`src/rtl/bits_n_word_pkg.sv`:
```
// ============================================================================
// Module  : bits_n_word_pkg
// Brief   : Shared defaults, output-register state type and counter sizing.
// Revision: 1.0
// ============================================================================
`default_nettype none

package bits_n_word_pkg;

  localparam int DEF_IN_W  = 8;
  localparam int DEF_RATIO = 4;

  typedef enum logic [0:0] {
    S_EMPTY = 1'b0,
    S_FULL  = 1'b1
  } out_state_t;

  // Lane counter width; a 2-lane packer still needs one bit.
  function automatic int cnt_width(input int ratio);
    return (ratio <= 2) ? 1 : $clog2(ratio);
  endfunction

endpackage

`default_nettype wire

```
`src/rtl/bits_n_word_outreg.sv`:
```
// ============================================================================
// Module  : bits_n_word_outreg
// Brief   : Output word register with load/hold/drain and delivered-word count.
// Revision: 1.0
// ============================================================================
`default_nettype none

module bits_n_word_outreg
  import bits_n_word_pkg::*;
#(
  parameter int OUT_W = 32,
  parameter int RATIO = 4
) (
  input  logic             clk,
  input  logic             rst_n,
  input  logic             i_load,
  input  logic [OUT_W-1:0] i_data,
  input  logic [RATIO-1:0] i_keep,
  input  logic             i_ready,
  output logic             o_valid,
  output logic [OUT_W-1:0] o_data,
  output logic [RATIO-1:0] o_keep,
  output logic [15:0]      o_word_cnt
);

  out_state_t       r_state;
  out_state_t       w_state_nxt;
  logic [OUT_W-1:0] r_data;
  logic [RATIO-1:0] r_keep;
  logic [15:0]      r_word_cnt;
  logic             w_drain;

  assign w_drain = (r_state == S_FULL) && i_ready;

  always_ff @(posedge clk or negedge rst_n) begin
    if (!rst_n) begin
      r_state <= S_EMPTY;
    end else begin
      r_state <= w_state_nxt;
    end
  end

  // A load in the same cycle as a drain keeps the register full with no bubble.
  always_comb begin
    w_state_nxt = r_state;
    case (r_state)
      S_EMPTY: if (i_load) w_state_nxt = S_FULL;
      S_FULL: begin
        if (i_load) begin
          w_state_nxt = S_FULL;
        end else if (i_ready) begin
          w_state_nxt = S_EMPTY;
        end
      end
      default: w_state_nxt = S_EMPTY;
    endcase
  end

  always_ff @(posedge clk or negedge rst_n) begin
    if (!rst_n) begin
      r_data     <= '0;
      r_keep     <= '0;
      r_word_cnt <= '0;
    end else begin
      if (i_load) begin
        r_data <= i_data;
        r_keep <= i_keep;
      end
      if (w_drain) begin
        r_word_cnt <= r_word_cnt + 16'd1;
      end
    end
  end

  assign o_valid    = (r_state == S_FULL);
  assign o_data     = r_data;
  assign o_keep     = r_keep;
  assign o_word_cnt = r_word_cnt;

endmodule

`default_nettype wire

```
`src/rtl/bits_n_word_packer.sv`:
```
// ============================================================================
// Module  : bits_n_word_packer
// Brief   : Packs RATIO narrow lanes into one wide word with optional idle flush.
// Revision: 1.0
// ============================================================================
`default_nettype none

module bits_n_word_packer
  import bits_n_word_pkg::*;
#(
  parameter int IN_W          = DEF_IN_W,
  parameter int RATIO         = DEF_RATIO,
  parameter int MSB_FIRST     = 1,
  parameter int FLUSH_ON_IDLE = 1
) (
  input  logic                  clk_4f,
  input  logic                  reset,
  input  logic                  valid_in,
  input  logic [IN_W-1:0]       Data_in,
  output logic                  ready_in,
  input  logic                  ready_out,
  output logic                  valid_out,
  output logic [IN_W*RATIO-1:0] Data_out,
  output logic [RATIO-1:0]      keep_out,
  output logic [15:0]           word_cnt
);

  localparam int              OUT_W  = IN_W * RATIO;
  localparam int              CW     = cnt_width(RATIO);
  localparam logic [CW-1:0]   C_LAST = CW'(RATIO - 1);

  logic [CW-1:0]    r_cnt;
  logic [OUT_W-1:0] r_acc;
  logic [RATIO-1:0] r_keep;

  logic             w_valid_out;
  logic             w_ready_in;
  logic             w_accept;
  logic             w_full_close;
  logic             w_part_close;
  logic             w_load;
  logic [CW-1:0]    w_slot;
  logic [OUT_W-1:0] w_acc_nxt;
  logic [RATIO-1:0] w_keep_nxt;

  assign w_ready_in   = !(w_valid_out && !ready_out);
  assign w_accept     = valid_in && w_ready_in;
  assign w_full_close = w_accept && (r_cnt == C_LAST);
  assign w_part_close = (FLUSH_ON_IDLE != 0) && !valid_in && (r_cnt != '0) && w_ready_in;
  assign w_load       = w_full_close || w_part_close;
  assign w_slot       = (MSB_FIRST != 0) ? (C_LAST - r_cnt) : r_cnt;

  // Accumulator with the incoming lane merged; this is also the word loaded on close.
  always_comb begin
    w_acc_nxt  = r_acc;
    w_keep_nxt = r_keep;
    if (w_accept) begin
      for (int i = 0; i < RATIO; i++) begin
        if (w_slot == CW'(i)) begin
          w_acc_nxt[i*IN_W +: IN_W] = Data_in;
          w_keep_nxt[i]             = 1'b1;
        end
      end
    end
  end

  always_ff @(posedge clk_4f or negedge reset) begin
    if (!reset) begin
      r_cnt  <= '0;
      r_acc  <= '0;
      r_keep <= '0;
    end else if (w_load) begin
      r_cnt  <= '0;
      r_acc  <= '0;
      r_keep <= '0;
    end else if (w_accept) begin
      r_cnt  <= r_cnt + CW'(1);
      r_acc  <= w_acc_nxt;
      r_keep <= w_keep_nxt;
    end
  end

  bits_n_word_outreg #(
    .OUT_W (OUT_W),
    .RATIO (RATIO)
  ) u_outreg (
    .clk        (clk_4f),
    .rst_n      (reset),
    .i_load     (w_load),
    .i_data     (w_acc_nxt),
    .i_keep     (w_keep_nxt),
    .i_ready    (ready_out),
    .o_valid    (w_valid_out),
    .o_data     (Data_out),
    .o_keep     (keep_out),
    .o_word_cnt (word_cnt)
  );

  assign valid_out = w_valid_out;
  assign ready_in  = w_ready_in;

endmodule

`default_nettype wire

```
`config.mk`:
```
export PLATFORM = sky130hd
export DESIGN_NAME = bits_n_word_packer
export DESIGN_NICKNAME = d
export VERILOG_FILES = /design/src/rtl/bits_n_word_pkg.sv /design/src/rtl/bits_n_word_outreg.sv /design/src/rtl/bits_n_word_packer.sv
export SDC_FILE = /design/constraint.sdc
export NUM_CORES = 1
export LEC_CHECK = 0
export BUFFER_PORTS_ARGS = -buffer_cell sky130_fd_sc_hd__buf_2
export CORE_MARGIN = 2
export CORE_UTILIZATION = 30
export CTS_CLUSTER_SIZE = 25
export DETAILED_ROUTE_END_ITERATION = 8
export PLACE_DENSITY = 0.52
export SLEW_MARGIN = 10
export SYNTH_ARGS = -nofsm -noshare
export SYNTH_HDL_FRONTEND = slang
export SYNTH_SLANG_ARGS = --single-unit
export TNS_END_PERCENT = 10
```
`constraint.sdc`:
```
create_clock -name clk_4f -period 4.5 [get_ports clk_4f]
set_clock_uncertainty 0.15 [all_clocks]
set_input_delay 0 -clock clk_4f [delete_from_list [all_inputs] [get_ports clk_4f]]
set_output_delay 0 -clock clk_4f [all_outputs]
set_load 0.005 [all_outputs]
```
==> impl_metrics.py, run 1 <==
metrics = {
    "run_status": {
        "status": "completed",
    },
    "clock_network": {
        "clkTransAtPathRegs_ps": 60,
        "cts_setup_buffers": 0,
        "cts_root_buf": "clkbuf_16",
        "cts.path.max_buffers": 2,
        "cts.sinks": 91,
        "htree_num_levels": 3,
        "insertion_delay_ps": 340,
        "cts_buffers": 9,
        "cts_tree": "yes",
    },
    "global_route": {
        "grt_pass1_wl_mm": 14.7,
        "use_met2_pct": 20.9,
        "grt_util_met1_pct": 17.9,
        "overflow": 0,
        "grt_max_degree": 60,
        "gr-usage-all-layers_pct": 13.2,
        "use_met3_pct": 4.12,
        "grt_pass1_vias": 2805,
        "grt_most_used_layer": "met2",
        "antenna_found_initial": 0,
    },
    "power": {
        "vdd_drop_max_mv": 0.279,
        "p_leak_nw": 2.23,
        "p_per_area_mw_per_mm2": 649,
    },
    "route": {
        "vias": 2887,
        "vias_per_cell": 4.69,
        "first_pass_iters": 4,
        "wl_mm": 8.94,
        "routedWlPerCell_um": 14.5,
        "drt_iter0_drc": 197,
        "drc": 0,
        "drtAntennaViolNets": 0,
    },
    "sta": {
        "period_share_pct": 64.1,
        "relSlewSlack_pct": 28.3,
        "setup_viol": 0,
        "period_needed_ps": 2890,
        "hold_viol_final": 0,
        "holdWs_ps": 11.9,
        "drv_slew": 0,
        "worst_pin_slew_ps": 1080,
        "max_freq_mhz": 347,
        "rsz0062_at_grt": "false",
        "fin_setup_tns_ps": 0,
    },
    "die": {
        "pin_count": 66,
        "dieArea_mm2": 0.0142,
        "start_util_pct": 30.4,
        "dieWidth_um": 119,
        "die-height_um": 119,
        "coreArea_mm2": 0.0131,
        "rows": 42,
    },
    "setup_path": {
        "cp.arrival_ps": 2990,
        "r2r-start": "r_cnt[0]$_DFFE_PN0P_",
        "startpoint_type": "flop",
        "worstRegToRegCells": 6,
        "crit_fanout": 59,
        "worstSetupEndpointType": "flop",
        "required_ps": 4610,
        "reg2reg_slack_ps": 1610,
        "path_class": "reg -> reg",
        "worst_r2r_endpoint": "u_outreg.o_data[28]$_DFFE_PN0P_",
    },
    "synth": {
        "synthesis.area_mm2": 0.00398,
        "yosysUniqueCellTypes": 35,
        "synth_ff_type": "dfrtp_1",
        "syn_inst": 368,
        "yosysWarnings": 0,
        "avgSynthCellArea_um2": 10.8,
        "synth.most_common_cell": "dfrtp_1",
        "synthesis.nets": 385,
        "synth_common_cells": "dfrtp_1, nor2_1, nand2_1",
        "synth-edff-count": 0,
        "synth_area_leaders": "dfrtp_1, nor2_1, mux2i_1",
        "async_flop_share_pct": 100,
        "yosys.area.top_type": "dfrtp_1",
        "yosysSeqAreaShare_pct": 57.2,
        "synth-seq-cells": 91,
        "synth_top_area_share_pct": 57.2,
    },
    "placement": {
        "dp_hpwl_mm": 5.94,
        "portBuffers": 65,
        "place_congestion": 0.790,
    },
    "cells_and_area": {
        "syn_to_final_growth_pct": 21.0,
        "num_antenna_cells": 0,
        "final_nets": 451,
        "drive_above_1_share_pct": 21.0,
    },
    "hold_path": {
        "min_path_type": "in -> async",
    },
    "flow_run": {
        "cap_violations": 0,
    },
}
==> what timing repair did <==
item | in CTS | in global routing
gates resized for setup | 0 | 0
hold endpoints to repair | 89 | 0
hold buffers | 11 | 0
==> registers in the layout, summed over array words and instances (netlist names) <==
register / flops
u_outreg.o_data: 32
u_outreg.o_word_cnt: 16
r_acc: 32
u_outreg.o_valid: 1
r_cnt: 2
u_outreg.o_keep: 4
r_keep: 4
==> metrics by stage <==
| step | util, % | setup WS [ps] | cell area (um^2) | power, W | std cells |
|---|---|---|---|---|---|
| after floorplan | - | 2670 | 3980 | 0.00199 | 368 |
| after global placement | 33.5 | 1730 | 4380 | 0.00231 | 588 |
| after detailed placement | 33.5 | 1620 | 4380 | 0.00234 | 588 |
| after CTS | 36.8 | 1600 | 4820 | 0.00318 | 615 |
| after global routing | 36.8 | 1390 | 4820 | 0.00337 | 615 |
| final | 36.8 | 1610 | 4820 | 0.00313 | 615 |
==> worst max-delay path: stages, from the launching register on <==
cell      delay [ps]
dfrtp_1          410
ha_1             360
nand2b_1         400
and3_2           990
buf_4            310
nor2_1            50
a31oi_1          130
==> placed cells by master, fill, tap and decap left out, types with 2 or more instances in the layout <==
master         synthesis  routed
a21oi_1               29      29
a22o_1                16      16
a31oi_1               16      16
and3_1                 8       7
buf_2                  7      64
buf_4                  0       4
bufinv_16              0       2
clkbuf_16              0       9
clkbuf_8               0       2
dfrtp_1               91      91
dlygate4sd3_1          0      11
ha_1                   5       5
inv_1                  4       4
mux2i_1               16      16
nand2_1               31      31
nand2b_1               2       2
nand3_1                7       7
nand3b_1               8       8
nand4_1                2       2
nor2_1                45      45
nor2b_1               17      17
nor3_1                 3       3
o21ai_0               16      16
or2_2                  2       2
xnor2_1               10      10
xor2_1                 5       5
==> per-layer routing <==
metal	vias to the layer above	wire, um	share of wire [%]
met3	2	414	4.6
met2	69	4180	47
met5	-	0	0
met1	1421	4310	48
li1	1395	-	-
met4	0	42	0.47
==> how the worst max path moves through the flow <==
| stage | start | cells past startpoint | endpoint | slack, ps |
|---|---|---|---|---|
| 4_1_cts | r_cnt[0]$_DFFE_PN0P_ | 6 | u_outreg.o_data[28]$_DFFE_PN0P_ | 1600 |
| 3_5_place_dp | r_cnt[0]$_DFFE_PN0P_ | 6 | u_outreg.o_data[28]$_DFFE_PN0P_ | 1620 |
| 2_1_floorplan | r_cnt[0]$_DFFE_PN0P_ | 7 | u_outreg.o_valid$_DFF_PN0_ | 2670 |
| 5_1_grt | r_cnt[0]$_DFFE_PN0P_ | 6 | u_outreg.o_data[28]$_DFFE_PN0P_ | 1390 |
| 6_report | r_cnt[0]$_DFFE_PN0P_ | 6 | u_outreg.o_data[28]$_DFFE_PN0P_ | 1610 |
| 3_3_place_gp | r_cnt[0]$_DFFE_PN0P_ | 6 | u_outreg.o_data[28]$_DFFE_PN0P_ | 1730 |
==> area by class of cell <==
| class | instances | area (um^2) |
|---|---|---|
| clock buffer | 12 | 256 |
| clock inverter | 4 | 72.6 |
| fill | 1339 | 8270 |
| inverter | 5 | 18.8 |
| multi-input combinational | 248 | 1510 |
| sequential | 91 | 2280 |
| tap | 176 | 220 |
| timing repair buffer | 79 | 460 |
==> power by group <==
group / total, W / leakage (nW) / switching [W] / internal [W]
Sequential: 0.00130 / 1.16 / 0.000181 / 0.00112
Combinational: 0.00101 / 0.911 / 0.000560 / 0.000447
Clock: 0.000821 / 0.159 / 0.000304 / 0.000516
==> logic make-up (layout without fill, tap and decap cells) <==
family          after synthesis  after routing  share of synthesized area [%]
simple gates                129            129                           16.0
flops                        91             91                           57.2
compound gates               82             82                           12.8
buf+inv                      29            100                           4.84
mux                          17             17                           4.30
xor+xnor                     15             15                           3.30
fa+ha+maj                     5              5                           1.57
Note: power is estimated with default switching activity, not from simulation.
==> run 2, diff against run 1 <==
==> constraint.sdc (replaced) <==
create_clock -name clk_4f -period 2.9 [get_ports clk_4f]
set_clock_uncertainty 0.15 [all_clocks]
set_input_delay 0 -clock clk_4f [delete_from_list [all_inputs] [get_ports clk_4f]]
set_output_delay 0 -clock clk_4f [all_outputs]
set_load 0.005 [all_outputs]
==> impl_metrics.py, run 2 (same netlist as run 1, synthesis figures left out) <==
metrics = {
    "cells_and_area": {
        "multiInputGateArea_mm2": 0.00151,
        "num_antenna_cells": 0,
        "fillers": 1293,
        "drive_above_1_share_pct": 21.5,
        "syn_to_final_growth_pct": 21.6,
        "final_common_cell": "dfrtp_1",
        "final_nets": 454,
        "seq_area_mm2": 0.00228,
        "post-route-util_pct": 37.0,
        "most-common-layout-cells": "dfrtp_1, buf_2, nor2_1",
    },
    "sta": {
        "holdWs_ps": 74.8,
        "relSlewSlack_pct": 52.3,
        "fin_setup_tns_ps": 0,
        "worst_pin_slew_ps": 712,
        "period_share_pct": 80.3,
        "rsz0062_at_grt": "false",
        "drv_slew": 0,
        "hold_viol_final": 0,
        "setup_viol": 0,
        "period_needed_ps": 2330,
        "max_freq_mhz": 430,
    },
    "die": {
        "dieWidth_um": 119,
        "pin_count": 66,
        "die-height_um": 119,
        "start_util_pct": 30.4,
        "rows": 42,
        "dieArea_mm2": 0.0142,
        "coreArea_mm2": 0.0131,
    },
    "setup_path": {
        "path_class": "reg -> reg",
        "required_ps": 3010,
        "worst_r2r_endpoint": "u_outreg.o_data[17]$_DFFE_PN0P_",
        "reg2reg_slack_ps": 570,
        "cp.arrival_ps": 2440,
        "startpoint_type": "flop",
        "worstSetupEndpointType": "flop",
        "r2r-start": "r_cnt[0]$_DFFE_PN0P_",
        "crit_fanout": 39,
        "worstRegToRegCells": 6,
    },
    "clock_network": {
        "cts.sinks": 91,
        "htree_num_levels": 3,
        "insertion_delay_ps": 340,
        "cts_buffers": 9,
        "cts.path.max_buffers": 2,
        "clkTransAtPathRegs_ps": 70,
        "cts_tree": "yes",
        "cts_root_buf": "clkbuf_16",
        "cts_setup_buffers": 0,
    },
    "power": {
        "p_per_area_mw_per_mm2": 1000,
        "vdd_drop_max_mv": 0.545,
        "p_leak_nw": 2.24,
        "total_power_w": 0.00486,
    },
    "route": {
        "first_pass_iters": 4,
        "vias": 2873,
        "vias_per_cell": 4.66,
        "wl_mm": 9.14,
        "drc": 0,
        "drtAntennaViolNets": 0,
        "drt_iter0_drc": 180,
        "routedWlPerCell_um": 14.8,
    },
    "global_route": {
        "grt_pass1_wl_mm": 15.4,
        "grt_pass1_vias": 2855,
        "antenna_found_initial": 0,
        "overflow": 0,
        "gr-usage-all-layers_pct": 14.0,
        "grt_max_degree": 51,
    },
    "placement": {
        "portBuffers": 65,
        "dp_hpwl_mm": 6.19,
        "place_congestion": 0.770,
    },
    "run_status": {
        "status": "completed",
    },
    "hold_path": {
        "min_path_type": "in -> async",
    },
    "flow_run": {
        "cap_violations": 0,
    },
}
-- run 2: cell types whose count changed in the layout (fill, tap and decap cells not counted), sizes merged --
| cell | delta |
|---|---|
| buf | +3 |
| inv | +1 |
| clkbuf | -3 |
| clkinv | +1 |
-- run 2: metal layers --
metal / wire length (um) / global-route usage (%) / vias to the layer above
met5: 0 / 0 / -
met1: 4470 / 19.5 / 1398
met3: 382 / 3.74 / 10
met4: 120 / 4.39 / 0
met2: 4170 / 21.1 / 61
li1: - / - / 1404
-- run 2: cell type report --
class	instances	share of cell area, %
clock buffers	9	4.65
clock inverters	6	1.86
inverters	5	0.388
multi-input cells	248	31.3
flip-flops and latches	91	47.0
well taps	176	4.55
repair buffers	82	10.2
-- run 2: what timing repair did --
action / 4_1_cts / 5_1_grt
hold endpoints to repair: 100 / 0
hold buffers: 11 / 0
resized for setup: 0 / 0
-- run 2: metrics by stage --
| stage | cells | setup WS (ps) | instance area, um^2 |
|---|---|---|---|
| floorplan | 368 | 1070 | 3980 |
| global placement | 591 | 662 | 4420 |
| detailed placement | 591 | 609 | 4420 |
| CTS | 617 | 579 | 4840 |
| global route | 617 | 349 | 4840 |
| finish | 617 | 572 | 4840 |
-- run 2: where the power goes --
part	leakage (nW)	switching (W)	internal, W	total [W]
sequential	1.16	0.000283	0.00174	0.00202
combinational	0.928	0.000888	0.000713	0.00160
clock	0.152	0.000485	0.000753	0.00124
total	2.24	0.00166	0.00320	0.00486
-- run 2: worst max-delay path, cell delays in order, from the launching register on --
cell      delay, ps
dfrtp_1         420
ha_1            380
nand2b_1        170
and3_2          650
buf_12          280
nor2_1           60
a21oi_1         120
-- run 2: worst max path at each step --
stage                     slack [ps]            startpoint                              end
after global routing             350  r_cnt[0]$_DFFE_PN0P_   u_outreg.o_data[5]$_DFFE_PN0P_
after detailed placement         610  r_cnt[0]$_DFFE_PN0P_  u_outreg.o_data[16]$_DFFE_PN0P_
after CTS                        580  r_cnt[0]$_DFFE_PN0P_  u_outreg.o_data[17]$_DFFE_PN0P_
final                            570  r_cnt[0]$_DFFE_PN0P_  u_outreg.o_data[17]$_DFFE_PN0P_
after global placement           660  r_cnt[0]$_DFFE_PN0P_  u_outreg.o_data[18]$_DFFE_PN0P_
after floorplan                 1070  r_cnt[0]$_DFFE_PN0P_       u_outreg.o_valid$_DFF_PN0_
==> run 3, diff against run 2 <==
==> constraint.sdc (replaced) <==
create_clock -name clk_4f -period 2.3 [get_ports clk_4f]
set_clock_uncertainty 0.15 [all_clocks]
set_input_delay 0 -clock clk_4f [delete_from_list [all_inputs] [get_ports clk_4f]]
set_output_delay 0 -clock clk_4f [all_outputs]
set_load 0.005 [all_outputs]
==> impl_metrics.py, run 3 (same netlist as run 1, synthesis figures left out) <==
metrics = {
    "global_route": {
        "grt_pass1_vias": 2873,
        "grt_util_met1_pct": 19.2,
        "overflow": 0,
        "use_met2_pct": 21.5,
        "antenna_found_initial": 0,
        "grt_most_used_layer": "met2",
        "grt_max_degree": 41,
        "grt_pass1_wl_mm": 15.4,
        "gr-usage-all-layers_pct": 13.8,
        "use_met3_pct": 3.16,
    },
    "power": {
        "p_int_w": 0.00388,
        "total_power_w": 0.00600,
        "clockPowerShare_pct": 22.8,
        "p_leak_nw": 2.25,
        "seqPwrFrac_pct": 42.9,
        "combPwrFrac_pct": 34.3,
        "p_sw_w": 0.00211,
        "switching_share_pct": 35.2,
        "vdd_drop_max_mv": 0.676,
        "p_per_area_mw_per_mm2": 1230,
    },
    "sta": {
        "hold_viol_final": 0,
        "relSlewSlack_pct": 60.4,
        "max_freq_mhz": 483,
        "period_share_pct": 90.0,
        "worst_pin_slew_ps": 594,
        "fin_setup_tns_ps": 0,
        "rsz0062_at_grt": "false",
        "period_needed_ps": 2070,
        "drv_slew": 0,
        "setup_viol": 0,
    },
    "setup_path": {
        "critical_path.slowest_cell": "and3_2",
        "required_ps": 2410,
        "startpoint_type": "flop",
        "cp.arrival_ps": 2180,
        "path_class": "reg -> reg",
        "crit_chain": "ha_1 -> nand2b_1 -> and3_2 -> buf_12 -> nor2_1 -> a21oi_1",
        "slowest_delay_ps": 440,
        "worstSetupEndpointType": "flop",
        "crit_fanout": 34,
    },
    "cells_and_area": {
        "most-common-layout-cells": "dfrtp_1, buf_2, nor2_1",
        "final_nets": 459,
        "final_common_cell": "dfrtp_1",
        "drive_above_1_share_pct": 22.6,
        "num_antenna_cells": 0,
        "fillers": 1303,
        "syn_to_final_growth_pct": 22.2,
    },
    "die": {
        "die-height_um": 119,
        "dieArea_mm2": 0.0142,
        "dieWidth_um": 119,
        "rows": 42,
        "pin_count": 66,
        "start_util_pct": 30.4,
        "coreArea_mm2": 0.0131,
    },
    "clock_network": {
        "insertion_delay_ps": 340,
        "htree_num_levels": 3,
        "clkTransAtPathRegs_ps": 60,
        "cts_hold_buf": 11,
        "cts.path.max_buffers": 2,
        "cts_tree": "yes",
        "cts_setup_buffers": 0,
        "cts_buffers": 9,
        "cts.sinks": 91,
        "cts.repair.resized": 0,
        "cts_root_buf": "clkbuf_16",
    },
    "placement": {
        "place_congestion": 0.792,
        "portBuffers": 65,
        "dp_hpwl_mm": 6.33,
    },
    "route": {
        "routedWlPerCell_um": 14.9,
        "wl_mm": 9.28,
        "drc": 0,
        "drtAntennaViolNets": 0,
        "vias": 2884,
        "drt_iter0_drc": 165,
        "first_pass_iters": 4,
        "vias_per_cell": 4.63,
    },
    "flow_run": {
        "cap_violations": 0,
    },
    "run_status": {
        "status": "completed",
    },
    "hold_path": {
        "min_path_type": "in -> async",
    },
}
==> run 3: changes by cell type in the layout (fill, tap and decap cells not counted) <==
cell | previous run | this run
buf_4 | 6 | 9
bufinv_16 | 2 | 0
inv_8 | 0 | 1
inv_6 | 1 | 0
clkinv_4 | 1 | 2
clkinv_2 | 1 | 2
clkinvlp_4 | 1 | 2
buf_12 | 1 | 3
==> run 3: worst paths after layout <==
kind	start	end	slack, ps	depth (start not counted)
min in group clk_4f	u_outreg.o_word_cnt[15]$_DFFE_PN0P_	u_outreg.o_word_cnt[15]$_DFFE_PN0P_	320	1
hold / removal	reset	u_outreg.o_word_cnt[15]$_DFFE_PN0P_	40	2
max in group asynchronous	reset	r_acc[21]$_DFFE_PN0P_	1260	3
setup / recovery	r_cnt[0]$_DFFE_PN0P_	u_outreg.o_data[0]$_DFFE_PN0P_	230	6
setup reg to reg	r_cnt[0]$_DFFE_PN0P_	u_outreg.o_data[0]$_DFFE_PN0P_	230	6
hold reg to reg	u_outreg.o_word_cnt[15]$_DFFE_PN0P_	u_outreg.o_word_cnt[15]$_DFFE_PN0P_	320	1
==> run 3: power groups by stage <==
stage               registers [W]  clock network, W  logic [W]
global route              0.00266           0.00150    0.00234
finish                    0.00257           0.00137    0.00206
global placement          0.00258                 0    0.00205
CTS                       0.00258           0.00142    0.00210
floorplan                 0.00256                 0    0.00132
detailed placement        0.00259                 0    0.00208
==> run 3: critical path: cells and delay by family, from the launching register on <==
kind	cells	cell delay [ps]
and+or+nand+nor	3	670
DFF	1	430
adders and majority gates	1	380
buffers and inverters	1	240
AOI/OAI and AO/OA	1	120
==> run 3: through the flow <==
step	std cells	utilization (%)	area, um^2	worst slack (ps)	hold slack [ps]
global placement	596	34.2	4480	310	-129
finish	623	37.2	4870	231	38.8
floorplan	368	-	3980	466	-446
detailed placement	596	34.2	4480	250	-117
global route	623	37.2	4870	29.3	93.3
CTS	623	37.2	4870	241	61.3
==> run 3: layout make-up <==
| cell class | count | area [um^2] | area share [%] |
|---|---|---|---|
| timing repair buffer | 87 | 558 | 11.5 |
| tap | 176 | 220 | 4.52 |
| clock inverter | 7 | 53.8 | 1.11 |
| multi-input combinational | 248 | 1510 | 31.1 |
| clock buffer | 9 | 225 | 4.63 |
| sequential | 91 | 2280 | 46.8 |
| inverter | 5 | 18.8 | 0.386 |
==> run 3: routing by layer <==
metal	up-vias	part of all wire [%]
met5	-	0
met4	0	1.2
met3	10	4.4
met2	74	45
met1	1386	49
li1	1414	-
